===== src/rtl/fetch_unit_pkg.sv =====
// rtl/fetch_unit_pkg.sv - shared fetch constants and next-PC select encodings
package fetch_unit_pkg;

  localparam logic [31:0] PC_RESET = 32'h0000_3000;

  typedef enum logic [1:0] {
    NPC_SEQ = 2'd0,
    NPC_BR  = 2'd1,
    NPC_J   = 2'd2,
    NPC_JR  = 2'd3
  } npc_op_e;

  localparam logic [31:0] WORD_MASK = 32'hFFFF_FFFC;

endpackage


===== src/rtl/fetch_unit_npc_sel.sv =====
// rtl/fetch_unit_npc_sel.sv - next-PC mux, word alignment, bubble gating and IM index
module npc_sel
  import fetch_unit_pkg::*;
#(
  parameter logic [31:0] PC_RESET  = fetch_unit_pkg::PC_RESET,
  parameter int          IM_AWIDTH = 10
) (
  input  logic [31:0]          pc_f,
  input  logic                 valid_d,
  input  logic [1:0]           npc_op,
  input  logic [31:0]          branch_a,
  input  logic [31:0]          jump_a,
  input  logic [31:0]          reg_a,
  output logic [31:0]          npc,
  output logic [31:0]          pc_plus8,
  output logic [IM_AWIDTH-1:0] im_addr
);

  logic [31:0] pc_plus4;
  logic [31:0] npc_raw;
  logic [31:0] im_offset;

  always_comb begin
    pc_plus4 = pc_f + 32'd4;
    pc_plus8 = pc_f + 32'd8;
    npc_raw  = pc_plus4;
    // A bubble in ID carries no decoded redirect, so its NPCOp is meaningless.
    if (valid_d) begin
      case (npc_op_e'(npc_op))
        NPC_SEQ: npc_raw = pc_plus4;
        NPC_BR:  npc_raw = branch_a;
        NPC_J:   npc_raw = jump_a;
        NPC_JR:  npc_raw = reg_a & WORD_MASK;
        default: npc_raw = pc_plus4;
      endcase
    end
    npc       = npc_raw & WORD_MASK;
    im_offset = (pc_f - PC_RESET) >> 2;
    im_addr   = IM_AWIDTH'(im_offset);
  end

endmodule


===== src/rtl/fetch_unit.sv =====
// rtl/fetch_unit.sv - PC register and IF/ID pipeline register
module fetch_unit #(
  parameter logic [31:0] PC_RESET  = fetch_unit_pkg::PC_RESET,
  parameter int          IM_AWIDTH = 10
) (
  input  logic                 clk,
  input  logic                 reset,
  input  logic                 Stall,
  input  logic [1:0]           NPCOp,
  input  logic [31:0]          BranchA,
  input  logic [31:0]          JumpA,
  input  logic [31:0]          RegA,
  input  logic [31:0]          InstrF,
  output logic [31:0]          PCF,
  output logic [IM_AWIDTH-1:0] ImAddr,
  output logic [31:0]          InstrD,
  output logic [31:0]          PCD,
  output logic [31:0]          PC8D,
  output logic                 ValidD
);

  logic [31:0] pcf_q, pcf_d;
  logic [31:0] instrd_q, instrd_d;
  logic [31:0] pcd_q, pcd_d;
  logic [31:0] pc8d_q, pc8d_d;
  logic        validd_q, validd_d;
  logic [31:0] npc;
  logic [31:0] pc_plus8;

  npc_sel #(
    .PC_RESET  (PC_RESET),
    .IM_AWIDTH (IM_AWIDTH)
  ) u_npc_sel (
    .pc_f     (pcf_q),
    .valid_d  (validd_q),
    .npc_op   (NPCOp),
    .branch_a (BranchA),
    .jump_a   (JumpA),
    .reg_a    (RegA),
    .npc      (npc),
    .pc_plus8 (pc_plus8),
    .im_addr  (ImAddr)
  );

  // No flush path: the word fetched alongside a redirect is the delay slot.
  always_comb begin
    pcf_d    = pcf_q;
    instrd_d = instrd_q;
    pcd_d    = pcd_q;
    pc8d_d   = pc8d_q;
    validd_d = validd_q;
    if (!Stall) begin
      pcf_d    = npc;
      instrd_d = InstrF;
      pcd_d    = pcf_q;
      pc8d_d   = pc_plus8;
      validd_d = 1'b1;
    end
  end

  always_ff @(posedge clk) begin
    if (reset) begin
      pcf_q    <= PC_RESET;
      instrd_q <= 32'd0;
      pcd_q    <= 32'd0;
      pc8d_q   <= 32'd0;
      validd_q <= 1'b0;
    end else begin
      pcf_q    <= pcf_d;
      instrd_q <= instrd_d;
      pcd_q    <= pcd_d;
      pc8d_q   <= pc8d_d;
      validd_q <= validd_d;
    end
  end

  assign PCF    = pcf_q;
  assign InstrD = instrd_q;
  assign PCD    = pcd_q;
  assign PC8D   = pc8d_q;
  assign ValidD = validd_q;

endmodule


===== config.mk =====
export PLATFORM = sky130hd
export DESIGN_NAME = fetch_unit
export DESIGN_NICKNAME = d
export VERILOG_FILES = /design/src/rtl/fetch_unit_pkg.sv /design/src/rtl/fetch_unit_npc_sel.sv /design/src/rtl/fetch_unit.sv
export SDC_FILE = /design/constraint.sdc
export NUM_CORES = 1
export LEC_CHECK = 0
export ABC_AREA = 1
export BUFFER_PORTS_ARGS = -buffer_cell sky130_fd_sc_hd__buf_2
export CAP_MARGIN = 20
export CORE_ASPECT_RATIO = 1.75
export CORE_MARGIN = 1
export CORE_UTILIZATION = 45
export DETAILED_ROUTE_END_ITERATION = 6
export PLACE_DENSITY = 0.86
export SETUP_SLACK_MARGIN = 0.2
export SLEW_MARGIN = 20
export SYNTH_ARGS = -nofsm -noshare
export SYNTH_HDL_FRONTEND = slang
export SYNTH_SLANG_ARGS = --single-unit
export TNS_END_PERCENT = 1

===== constraint.sdc =====
create_clock -name clk -period 1.9 [get_ports clk]
set_clock_uncertainty 0.1 [all_clocks]
set_input_delay 0.38 -clock clk [delete_from_list [all_inputs] [get_ports clk]]
set_output_delay 0.38 -clock clk [all_outputs]
set_load 0.1 [all_outputs]

Word-level counts from Yosys, hierarchy flattened. Cells that the tools add are included. Widths: inputs -> output; s select.

Output and inout bits: 139. Register bits: 125.

Add/sub/neg operators: 3. Reductions and logical operators: 1. Muxes and demuxes: 2. Equality and inequality tests: 3.

Operators by type and width (count): $pmux 32 s4 (1); $add 32x3->32 const B (1); $add 32x4->32 const B (1); $mux 32 (1); $sub 12x1->12 const B (1); $eq 2x2->1 const B (2); $eq 2x1->1 const B (1); $logic_not 2->1 (1).

Depth between registers and ports, before layout. Gate-level depths: netlist of the first run.

Depth in word-level cells: 3. Gate-level depth with buffers: 11. Gate-level depth less buffers: 11.

Hierarchy. Synthesis of the first run repeated with hierarchy kept, for this count alone.

Cells, all modules: 1262. Area, all modules: 7549.7 um^2.

Modules (own cells, without submodules): fetch_unit (seq. area each 2582.5 um^2, cells each 811, area an instance 5371.4 um^2, times used 1); npc_sel (seq. area each 0.0 um^2, cells each 451, area an instance 2178.3 um^2, times used 1).

Least setup slack after synthesis of the first run. Ideal clock, no wire load.

Path type: register to register. Start: register pcf_q[4], in the netlist PCF[4]. End: register pc8d_q[29], in the netlist PC8D[29]. Path slack: -0.513 ns. Period minus slack after synthesis: 2.413 ns. Path buffers: 0. Data required time: 1.687 ns. Data arrival time: 2.200 ns. Library setup time: 0.113 ns. Stages on the path, launching flop included: 10. Cell sequence: dfxtp_1 ha_1 nand3_1 nor2_1 nand2_1 inv_1 nand2_1 xor2_1 o21ai_1 inv_1.

Cells in the longest elaborated chain, start to end: 1.

Ends and longest elaborated chain: start: declaration (line fetch_unit.sv:22) `logic [31:0] pcf_q, pcf_d;`; start signal: assignment (line fetch_unit.sv:69) `pcf_q <= pcf_d;`; $add 32x4->32 (line fetch_unit_npc_sel.sv:25) `pc_plus8 = pc_f + 32'd8;`; end signal: assignment (line fetch_unit.sv:72) `pc8d_q <= pc8d_d;`; end: declaration (line fetch_unit.sv:25) `logic [31:0] pc8d_q, pc8d_d;`.

Every way passes these cells. A chain may end at the register's enable or synchronous reset.

Final worst setup path of the first run.
Start: register pcf_q[28], in the netlist PCF[28]. End: output port PCF[28].

RTL lines: end: declaration (line fetch_unit.sv:14) `output logic [31:0] PCF,`.

No word-level cell between the ends.

==> results of run 1 <==
## sequential cells by signal (all words and copies together), names as in the netlist
name	flops
PC8D	29
PCD	30
PCF	30
ValidD	1
InstrD	32
## metrics by stage
step	total power [W]	util [%]	hold slack, ns	setup WS (ns)
5_1_grt	0.00889	63.3	0.104	0.0609
4_1_cts	0.00861	62.3	0.0877	0.0840
6_report	0.00861	63.3	0.0933	0.124
3_5_place_dp	0.00538	57.8	0.365	0.0982
3_3_place_gp	0.00535	57.8	0.351	0.139
2_1_floorplan	0.00485	-	0.432	0.0537
## layer usage
| metal | share of wire [%] | up-vias | global-route usage [%] |
|---|---|---|---|
| met1 | 37 | 3257 | 31.4 |
| li1 | - | 3612 | - |
| met4 | 4.6 | 0 | 14.6 |
| met3 | 6.6 | 66 | 6.21 |
| met5 | 0 | - | 0 |
| met2 | 51 | 360 | 51.6 |
## repair_timing
item,in CTS,in global routing
pin swaps,0,7
setup buffers,0,3
hold endpoints to repair,0,0
resized for setup,9,32
setup endpoints to repair,71,110
hold buffers,0,0
## worst reg2reg max path, stage by stage (launching register included)
cell     delay (ns)
dfxtp_4        0.40
ha_4           0.17
inv_1          0.07
nor2_4         0.15
nand2_4        0.09
nor2_4         0.21
nand2_1        0.09
xor2_1         0.15
o21ai_1        0.12
inv_1          0.05
## how the worst max path moves through the flow
stage | endpoint | slack, ns
global placement | PC8D[17] | 0.14
detailed placement | PCF[21] | 0.1
global route | PCF[21] | 0.06
finish | PCF[28] | 0.12
floorplan | PC8D[29] | 0.05
CTS | PC8D[29] | 0.08
## layout make-up
class | count | area, sq um
Timing Repair Buffer | 299 | 1750
Tap cell | 177 | 221
Clock inverter | 15 | 176
Multi-Input combinational cell | 702 | 3390
Clock buffer | 17 | 425
Fill cell | 1226 | 5080
Inverter | 78 | 295
Sequential cell | 122 | 2490
## kinds of logic (layout without fill, tap and decap cells)
| logic type | Yosys count | count (layout) |
|---|---|---|
| flops | 122 | 122 |
| buf+inv | 150 | 409 |
| fa+ha+maj | 2 | 2 |
| other cells | 1 | 6 |
| xor+xnor | 22 | 22 |
| simple gates | 449 | 449 |
| compound gates | 223 | 223 |
## power groups by stage
| stage | Combinational [W] | Clock [W] | Sequential (W) |
|---|---|---|---|
| floorplan | 0.000730 | 0 | 0.00412 |
| global placement | 0.00243 | 0 | 0.00293 |
| detailed placement | 0.00245 | 0 | 0.00293 |
| CTS | 0.00247 | 0.00326 | 0.00288 |
| global route | 0.00260 | 0.00338 | 0.00291 |
| finish | 0.00248 | 0.00324 | 0.00289 |
## cells in the final DEF, fill, tap and decap left out, types with 4 or more instances in the layout
master and count:
buf_2 242, nand2_1 197, nor2_1 146, o21ai_0 109
dfxtp_1 91, a21oi_1 84, inv_1 70, nand3_1 54
buf_4 39, dfxtp_2 26, xor2_1 19, clkbuf_16 17
a31oi_1 16, nor2_4 15, nor2_2 13, nand2_2 12
clkbuf_4 8, buf_12 8, inv_2 6, conb_1 6
dfxtp_4 5, nand4_1 5, o211ai_1 4, o21ai_1 4
inv_8 4, inv_6 4
==> summary.txt, run 1 <==
Worst setup path
  – Critical R2R Launch: PCF[4]
  – Slowest CP cell: buf_2
  – Crit Path Class: reg2out
  – Max FO, Critical Path: 7
  – CP max stage delay: 0.47 ns
  – WP data arrival: 1.30 ns
  – Critical Path Stages: 1
  – Startpoint Class: flop
  – Worst reg-to-reg path cell count: 9
  – Setup crit start: PCF[28]
  – FF-to-FF setup slack: 0.19 ns
  – Crit-path cells: buf_2
  – CP bufs+invs: 1
  – CP endpoint kind: output pin
  – Critical Path RT: 1.42 ns
  – Crit path max-delay family: buffers and inverters
  – Reg2Reg Capture Point: PC8D[17]

Min path
  – Hold depth: 3
  – Worst Hold Endpoint: InstrD[23]
  – Hold path start: InstrF[23]
  – Worst min path class: in2reg

Synthesis
  – Top FF cell, synth: dfxtp_1
  – Proportion of synthesized area in mux cells: 0%
  – Top-count cell post-synth: nand2_1
  – Synth area leader: dfxtp_1
  – Main combinational cell family by area after synthesis: simple AND/OR/NAND/NOR gates
  – Synth top area share: a little under two fifths
  – Compound-Gate Fraction of Synth Area: 18.2%
  – Netlist cell types: 32
  – Yosys warns: 0
  – Number of flops mapped to enable cells by yosys: 0
  – Post-synthesis register bit count: 122
  – Synthesized area: 0.00638 sq mm
  – Synth cell count leaders: 203 x nand2_1, 150 x nor2_1, 122 x dfxtp_1
  – Post-Synth XOR/XNOR Area: 3.02%
  – Gate Count Post-Synth: 969
  – Synth Area in Simple Gates: 29.9%
  – Syn Area/Cell: 6.59 sq um
  – Synth area leaders: dfxtp_1 38%, nand2_1 12%, nor2_1 8.8%
  – Synth async-reset ratio: 0%
  – Sequential area share after synthesis: roughly two fifths
  – Area share of fa/ha/maj cells after synthesis: 0.392%

CTS
  – Root Buffer: clkbuf_16
  – Total CTS buffers: 17
  – Sink Count: 122
  – Reg clk slew, reported paths: 0.07 ns
  – TritonCTS clock tree: built
  – Max Root-Sink Buffers: 2
  – Clock Latency Late Sink: between 0.4 and 0.5 ns
  – Number of H-tree levels: 4

Route
  – Detailed-route DRC error count: 0
  – Vias per cell: between 5 and 6
  – ANT nets after route: 0
  – TritonRoute pass-1 iters: 5
  – 1st-iter DRT viols: 473
  – Per-cell routed wire length: 15.1 um
  – Aggregate routed wire length: 21,300 um
  – DR vias: roughly 7,300

Pwr
  – Pwr Density: between 900 and 1000 mW/mm^2
  – Sw frac: 40.6%
  – Combinational power share: 28.8%
  – Clock share of power: a little under two fifths
  – Pint: just over 0.005 W
  – P_sw: between 0.003 and 0.004 W
  – Sequential Power Share: between 30% and 40%
  – Leak: 4.27 nW
  – Peak VDD IR: 0.541 mV

Placed design
  – I/O Buffers: 259
  – Final Wtd Congestion: 0.916
  – Cell total after placement: 1,375
  – Area post-placement: 0.00800 sq mm
  – DP HPWL: 15,900 um

STA
  – Slew Viols, Final: 0
  – Setup Viol. Count Final: 0
  – Final worst path period share: between 90% and 100%
  – RSZ-0062 raised after global routing: true
  – Worst Tran Pin Value: 0.563 ns
  – Setup TNS: 0 ns
  – Max frequency: between 500 and 600 MHz
  – Period minus WS final: 1.78 ns
  – Slew HR: 62.7%
  – Endpoints failing hold: 0

Global route
  – Vias in the first global route: between 6,000 and 7,000
  – First-pass GRT wire length: 33,500 um
  – Initial antenna violation count: 0
  – Gr ovfl total: 0
  – GRT Resource Usage Total: 28.8%
  – Largest net degree at the start of global routing: between 50 and 60

Die
  – Core area: 0.0138 sq mm
  – Initial Util: 46.1%
  – Row count: 57
  – Ports: roughly 270
  – Die width: 92.0 um
  – Die height: 160 um
  – Total Die Area: roughly 0.015 sq mm

Outcome
  – Status: completed

Final layout
  – Final Net Count: 1,355
  – Ant diodes: 0
  – Area grow syn2layout: 37.1%
  – Final Non-Filler Cells: ~1,400
  – Final Cell Area: between 0.008 and 0.009 sq mm
  – Share of layout cells above drive strength 1: 33.8%

Job
  – Max_cap viols: 0
Note: power is estimated with default switching activity, not from simulation.
==> inputs of run 2 (changes only) <==
- RECOVER_POWER: default -> 50
- REMOVE_ABC_BUFFERS: default -> 1
- clock period: 1.9 -> 2.2 ns (I/O delays scaled with it)
==> summary.txt, run 2 (synthesized netlist as in run 1, its figures left out) <==
CTS
  – TritonCTS clock tree: built
  – # resized after CTS: 0
  – Setup Fix Bufs, Post-CTS: 0
  – Reg clk slew, reported paths: 0.06 ns
  – Root Buffer: clkbuf_16
  – Hold buffer count at cts: 0
  – Max Root-Sink Buffers: 2
  – Clock Latency Late Sink: ~0.41 ns
  – Number of H-tree levels: 4
  – Total CTS buffers: 17
  – Sink Count: 122

Global route
  – GRT met1 Usage: 30.5%
  – Met3 usage: 5.97%
  – First-pass GRT wire length: 33,000 um
  – Most Crowded Layer GR: met2
  – Global routing usage on met2: around 51%
  – GRT Resource Usage Total: 28.4%
  – Vias in the first global route: 6,795
  – Gr ovfl total: 0
  – Initial antenna violation count: 0
  – Largest net degree at the start of global routing: 66

Worst setup path
  – WP data arrival: 1.46 ns
  – CP max stage delay: 0.54 ns
  – FF-to-FF setup slack: 0.31 ns
  – Startpoint Class: flop
  – Crit path max-delay family: flip-flops
  – Worst reg-to-reg path cell count: 8
  – Setup crit start: PCF[8]
  – Slowest CP cell: dfxtp_1
  – Critical R2R Launch: PCF[5]
  – Crit path to: ImAddr[6]
  – Crit-path cells: buf_2
  – Max FO, Critical Path: 8
  – Reg2Reg Capture Point: PC8D[20]
  – Critical Path Stages: 1
  – CP endpoint kind: output pin
  – CP bufs+invs: 1
  – Critical Path RT: 1.66 ns
  – Crit Path Class: reg2out

Route
  – Vias per cell: 5.14
  – Detailed-route DRC error count: 0
  – DR vias: around 7,200
  – TritonRoute pass-1 iters: 5
  – Aggregate routed wire length: 20,500 um
  – ANT nets after route: 0
  – 1st-iter DRT viols: 422
  – Per-cell routed wire length: ~15 um

Placed design
  – Area post-placement: around 0.0078 sq mm
  – Cell total after placement: 1,364
  – Final Wtd Congestion: 0.920
  – DP HPWL: 14,900 um
  – I/O Buffers: 259
  – DP Worst Slack: about 0.31 ns

STA
  – Max frequency: about 500 MHz
  – Setup TNS: 0 ns
  – Final worst path period share: 90.9%
  – Worst hold slack: around 0.16 ns
  – Setup ws final: between 0.15 and 0.2 ns
  – Setup Viol. Count Final: 0
  – Period minus WS final: 2.00 ns
  – Worst Tran Pin Value: around 0.9 ns
  – Slew HR: 39.2%
  – RSZ-0062 raised after global routing: true
  – Endpoints failing hold: 0
  – Slew Viols, Final: 0

Final layout
  – Final Net Count: around 1,300
  – Final Cell Area: 0.00838 sq mm
  – Share of layout cells above drive strength 1: 29.4%
  – Filler cells: between 1,000 and 1,500
  – Commonest non-fill, non-tap cells in the layout: 207 x buf_2, 202 x nand2_1, 151 x nor2_1
  – Area grow syn2layout: 31.2%
  – Final Non-Filler Cells: 1,396
  – Commonest non-fill, non-tap cell in the layout: buf_2
  – Max reg flops: 32
  – Ant diodes: 0

Min path
  – Worst min path class: in2reg
  – Hold path start: InstrF[28]

Die
  – Core area: 0.0138 sq mm
  – Die height: 160 um
  – Die width: 92.0 um
  – Total Die Area: 0.0147 sq mm
  – Ports: approximately 270
  – Row count: 57
  – Initial Util: 46.1%

Pwr
  – Leak: 4.07 nW
  – Pwr Density: about 860 mW/mm^2
  – Peak VDD IR: approximately 0.47 mV

Outcome
  – Status: completed

Job
  – Max_cap viols: 0
## run 2: changes by cell type in the layout (fill, tap and decap cells not counted), sizes merged
cell,before,now
clkinvlp,1,5
buf,291,231
clkbuf,25,73
clkinv,6,5
inv,85,80
## run 2: stage by stage
step / total power [W] / utilization, %
3_5_place_dp: 0.00461 / 56.7
6_report: 0.00724 / 60.5
2_1_floorplan: 0.00411 / -
5_1_grt: 0.00751 / 60.5
4_1_cts: 0.00729 / 60.8
3_3_place_gp: 0.00459 / 56.7
## run 2: cell type report
class                           instances  area, sq um  share of cell area, %
Multi-Input combinational cell        702         3320                   39.7
Sequential cell                       122         2440                   29.2
Timing Repair Buffer                  285         1520                   18.2
Clock buffer                           19          453                   5.41
Inverter                               78          295                   3.53
Tap cell                              177          221                   2.64
Clock inverter                         13          118                   1.40
## run 2: worst min path at each step
stage          cells after the start  slack (ns)          to
6_report                           3        0.16  InstrD[28]
5_1_grt                            3        0.18  InstrD[14]
4_1_cts                            3        0.15  InstrD[28]
3_5_place_dp                       2        0.36     PCD[31]
3_3_place_gp                       2        0.35     PCD[31]
2_1_floorplan                      1        0.40     PCF[19]
## run 2: where the power goes
group	switching, W	internal [W]	total (W)	leakage [nW]
logic	0.00170	0.000389	0.00209	2.79
clock network	0.00106	0.00162	0.00268	0.268
registers	0.000119	0.00236	0.00248	1.01
total	0.00288	0.00437	0.00724	4.07
## run 2: routing by layer
| layer | part of all wire (%) | up-vias | wire (um) |
|---|---|---|---|
| met5 | 0 | - | 0 |
| met4 | 4.3 | 0 | 886 |
| met3 | 5.5 | 55 | 1130 |
| met2 | 52 | 297 | 10700 |
| met1 | 38 | 3244 | 7820 |
| li1 | - | 3574 | - |
==> inputs of run 3 (changes only) <==
- PLACE_DENSITY: 0.86 -> 0.77
==> summary.txt, run 3 (synthesized netlist as in run 1, its figures left out) <==
Route
  – Detailed-route DRC error count: 0
  – Vias per cell: 5.06
  – 1st-iter DRT viols: ~290
  – DR vias: 7,054
  – Aggregate routed wire length: 19,800 um
  – TritonRoute pass-1 iters: 5
  – ANT nets after route: 0
  – Per-cell routed wire length: roughly 14 um

Worst setup path
  – Slowest CP cell: buf_2
  – Critical Path Stages: 2
  – Crit path max-delay family: buffers and inverters
  – Crit Path Class: reg2out
  – Max FO, Critical Path: 6
  – Startpoint Class: flop
  – Critical R2R Launch: PCF[3]
  – Worst reg-to-reg path cell count: 11
  – CP max stage delay: 0.46 ns
  – WP data arrival: 1.51 ns
  – Crit-path cells: clkbuf_1, buf_2
  – Setup crit start: PCF[5]
  – Reg2Reg Capture Point: PCF[20]
  – Crit path to: ImAddr[3]
  – Critical Path RT: 1.66 ns
  – CP bufs+invs: 2
  – FF-to-FF setup slack: 0.30 ns
  – CP endpoint kind: output pin

Pwr
  – Pwr Density: 854 mW/mm^2
  – Pint: 0.00437 W
  – Leak: around 4.0 nW
  – Sw frac: 38.6%
  – Sequential Power Share: a little over a third
  – Peak VDD IR: ~0.5 mV
  – P_sw: 0.00275 W
  – Clock share of power: around 36%
  – Combinational power share: 29.1%

STA
  – Setup TNS: 0 ns
  – Final worst path period share: 93.1%
  – Endpoints failing hold: 0
  – Worst Tran Pin Value: 1.15 ns
  – Period minus WS final: 2.05 ns
  – Setup Viol. Count Final: 0
  – Max frequency: 488 MHz
  – Slew Viols, Final: 0
  – Worst hold slack: 0.164 ns
  – Slew HR: 23.5%
  – RSZ-0062 raised after global routing: true

CTS
  – Hold buffer count at cts: 0
  – Root Buffer: clkbuf_16
  – Reg clk slew, reported paths: 0.06 ns
  – Clock Latency Late Sink: 0.41 ns
  – # resized after CTS: 0
  – Sink Count: 122
  – Number of H-tree levels: 4
  – Total CTS buffers: 17
  – Max Root-Sink Buffers: 2
  – Setup Fix Bufs, Post-CTS: 0
  – TritonCTS clock tree: built

Placed design
  – I/O Buffers: between 200 and 300
  – DP HPWL: about 15,000 um
  – Final Wtd Congestion: 0.947
  – Cell total after placement: about 1,400
  – Area post-placement: 0.00781 sq mm

Final layout
  – Layout Utilization: between 60 and 70%
  – Commonest non-fill, non-tap cells in the layout: 209 x buf_2, 203 x nand2_1, 151 x nor2_1
  – Max reg flops: 32
  – Commonest non-fill, non-tap cell in the layout: buf_2
  – Area grow syn2layout: 30.5%
  – Final Net Count: roughly 1,300
  – Final Cell Area: 0.00833 sq mm
  – Filler cells: 1,359
  – Share of layout cells above drive strength 1: 28.6%
  – Final Non-Filler Cells: between 1,000 and 1,500

Min path
  – Worst min path class: in2reg
  – Hold depth: 3

Die
  – Die height: 160 um
  – Ports: about 270
  – Row count: 57
  – Core area: 0.0138 sq mm
  – Die width: 92.0 um
  – Total Die Area: 0.0147 sq mm
  – Initial Util: around 46%

Global route
  – Largest net degree at the start of global routing: 76
  – Gr ovfl total: 0
  – Initial antenna violation count: 1
  – Vias in the first global route: 6,585
  – First-pass GRT wire length: 31,900 um
  – GRT Resource Usage Total: about 28%

Outcome
  – Status: completed

Job
  – Max_cap viols: 0
-- run 3: worst min path at each step --
stage	start	to	slack [ns]
CTS	InstrF[26]	InstrD[26]	0.15
global placement	PCD[31]	PCD[31]	0.35
detailed placement	PC8D[18]	PC8D[18]	0.36
finish	InstrF[5]	InstrD[5]	0.16
floorplan	reset	PCF[19]	0.40
global route	InstrF[5]	InstrD[5]	0.16
-- run 3: layout make-up --
cell class	instances	area (sq um)	area share [%]
Inverter	78	294	3.53
Sequential cell	122	2440	29.3
Multi-Input combinational cell	702	3320	39.8
Clock inverter	7	68.8	0.826
Antenna cell	1	2.50	0.0300
Tap cell	177	221	2.66
Clock buffer	23	478	5.74
Timing Repair Buffer	284	1510	18.1
-- run 3: metal layers --
layer,routed length [um],up-vias,GRT usage (%)
met5,0,-,0
met4,850,0,15.5
met3,1040,55,4.87
met2,10400,258,50.3
met1,7580,3163,29.3
li1,-,3578,-
-- run 3: worst min-delay path: cells and delay by family --
kind	cells	cell delay (ns)
AO/OA/AOI/OAI	1	0.06
buffers and inverters	1	0.07
AND/OR/NAND/NOR	1	0.07
-- run 3: power by group through the flow --
stage                     clock network (W)  logic [W]  registers [W]
after CTS                           0.00262    0.00208        0.00247
after detailed placement                  0    0.00208        0.00252
after global placement                    0    0.00206        0.00252
after global routing                0.00272    0.00218        0.00250
after floorplan                           0   0.000441        0.00367
final                               0.00257    0.00207        0.00248
-- run 3: through the flow --
stage	setup WS [ns]	total power, W
6_report	0.151	0.00712
5_1_grt	0.0682	0.00740
4_1_cts	0.189	0.00718
3_5_place_dp	0.240	0.00460
3_3_place_gp	0.282	0.00458
2_1_floorplan	-1.07	0.00411
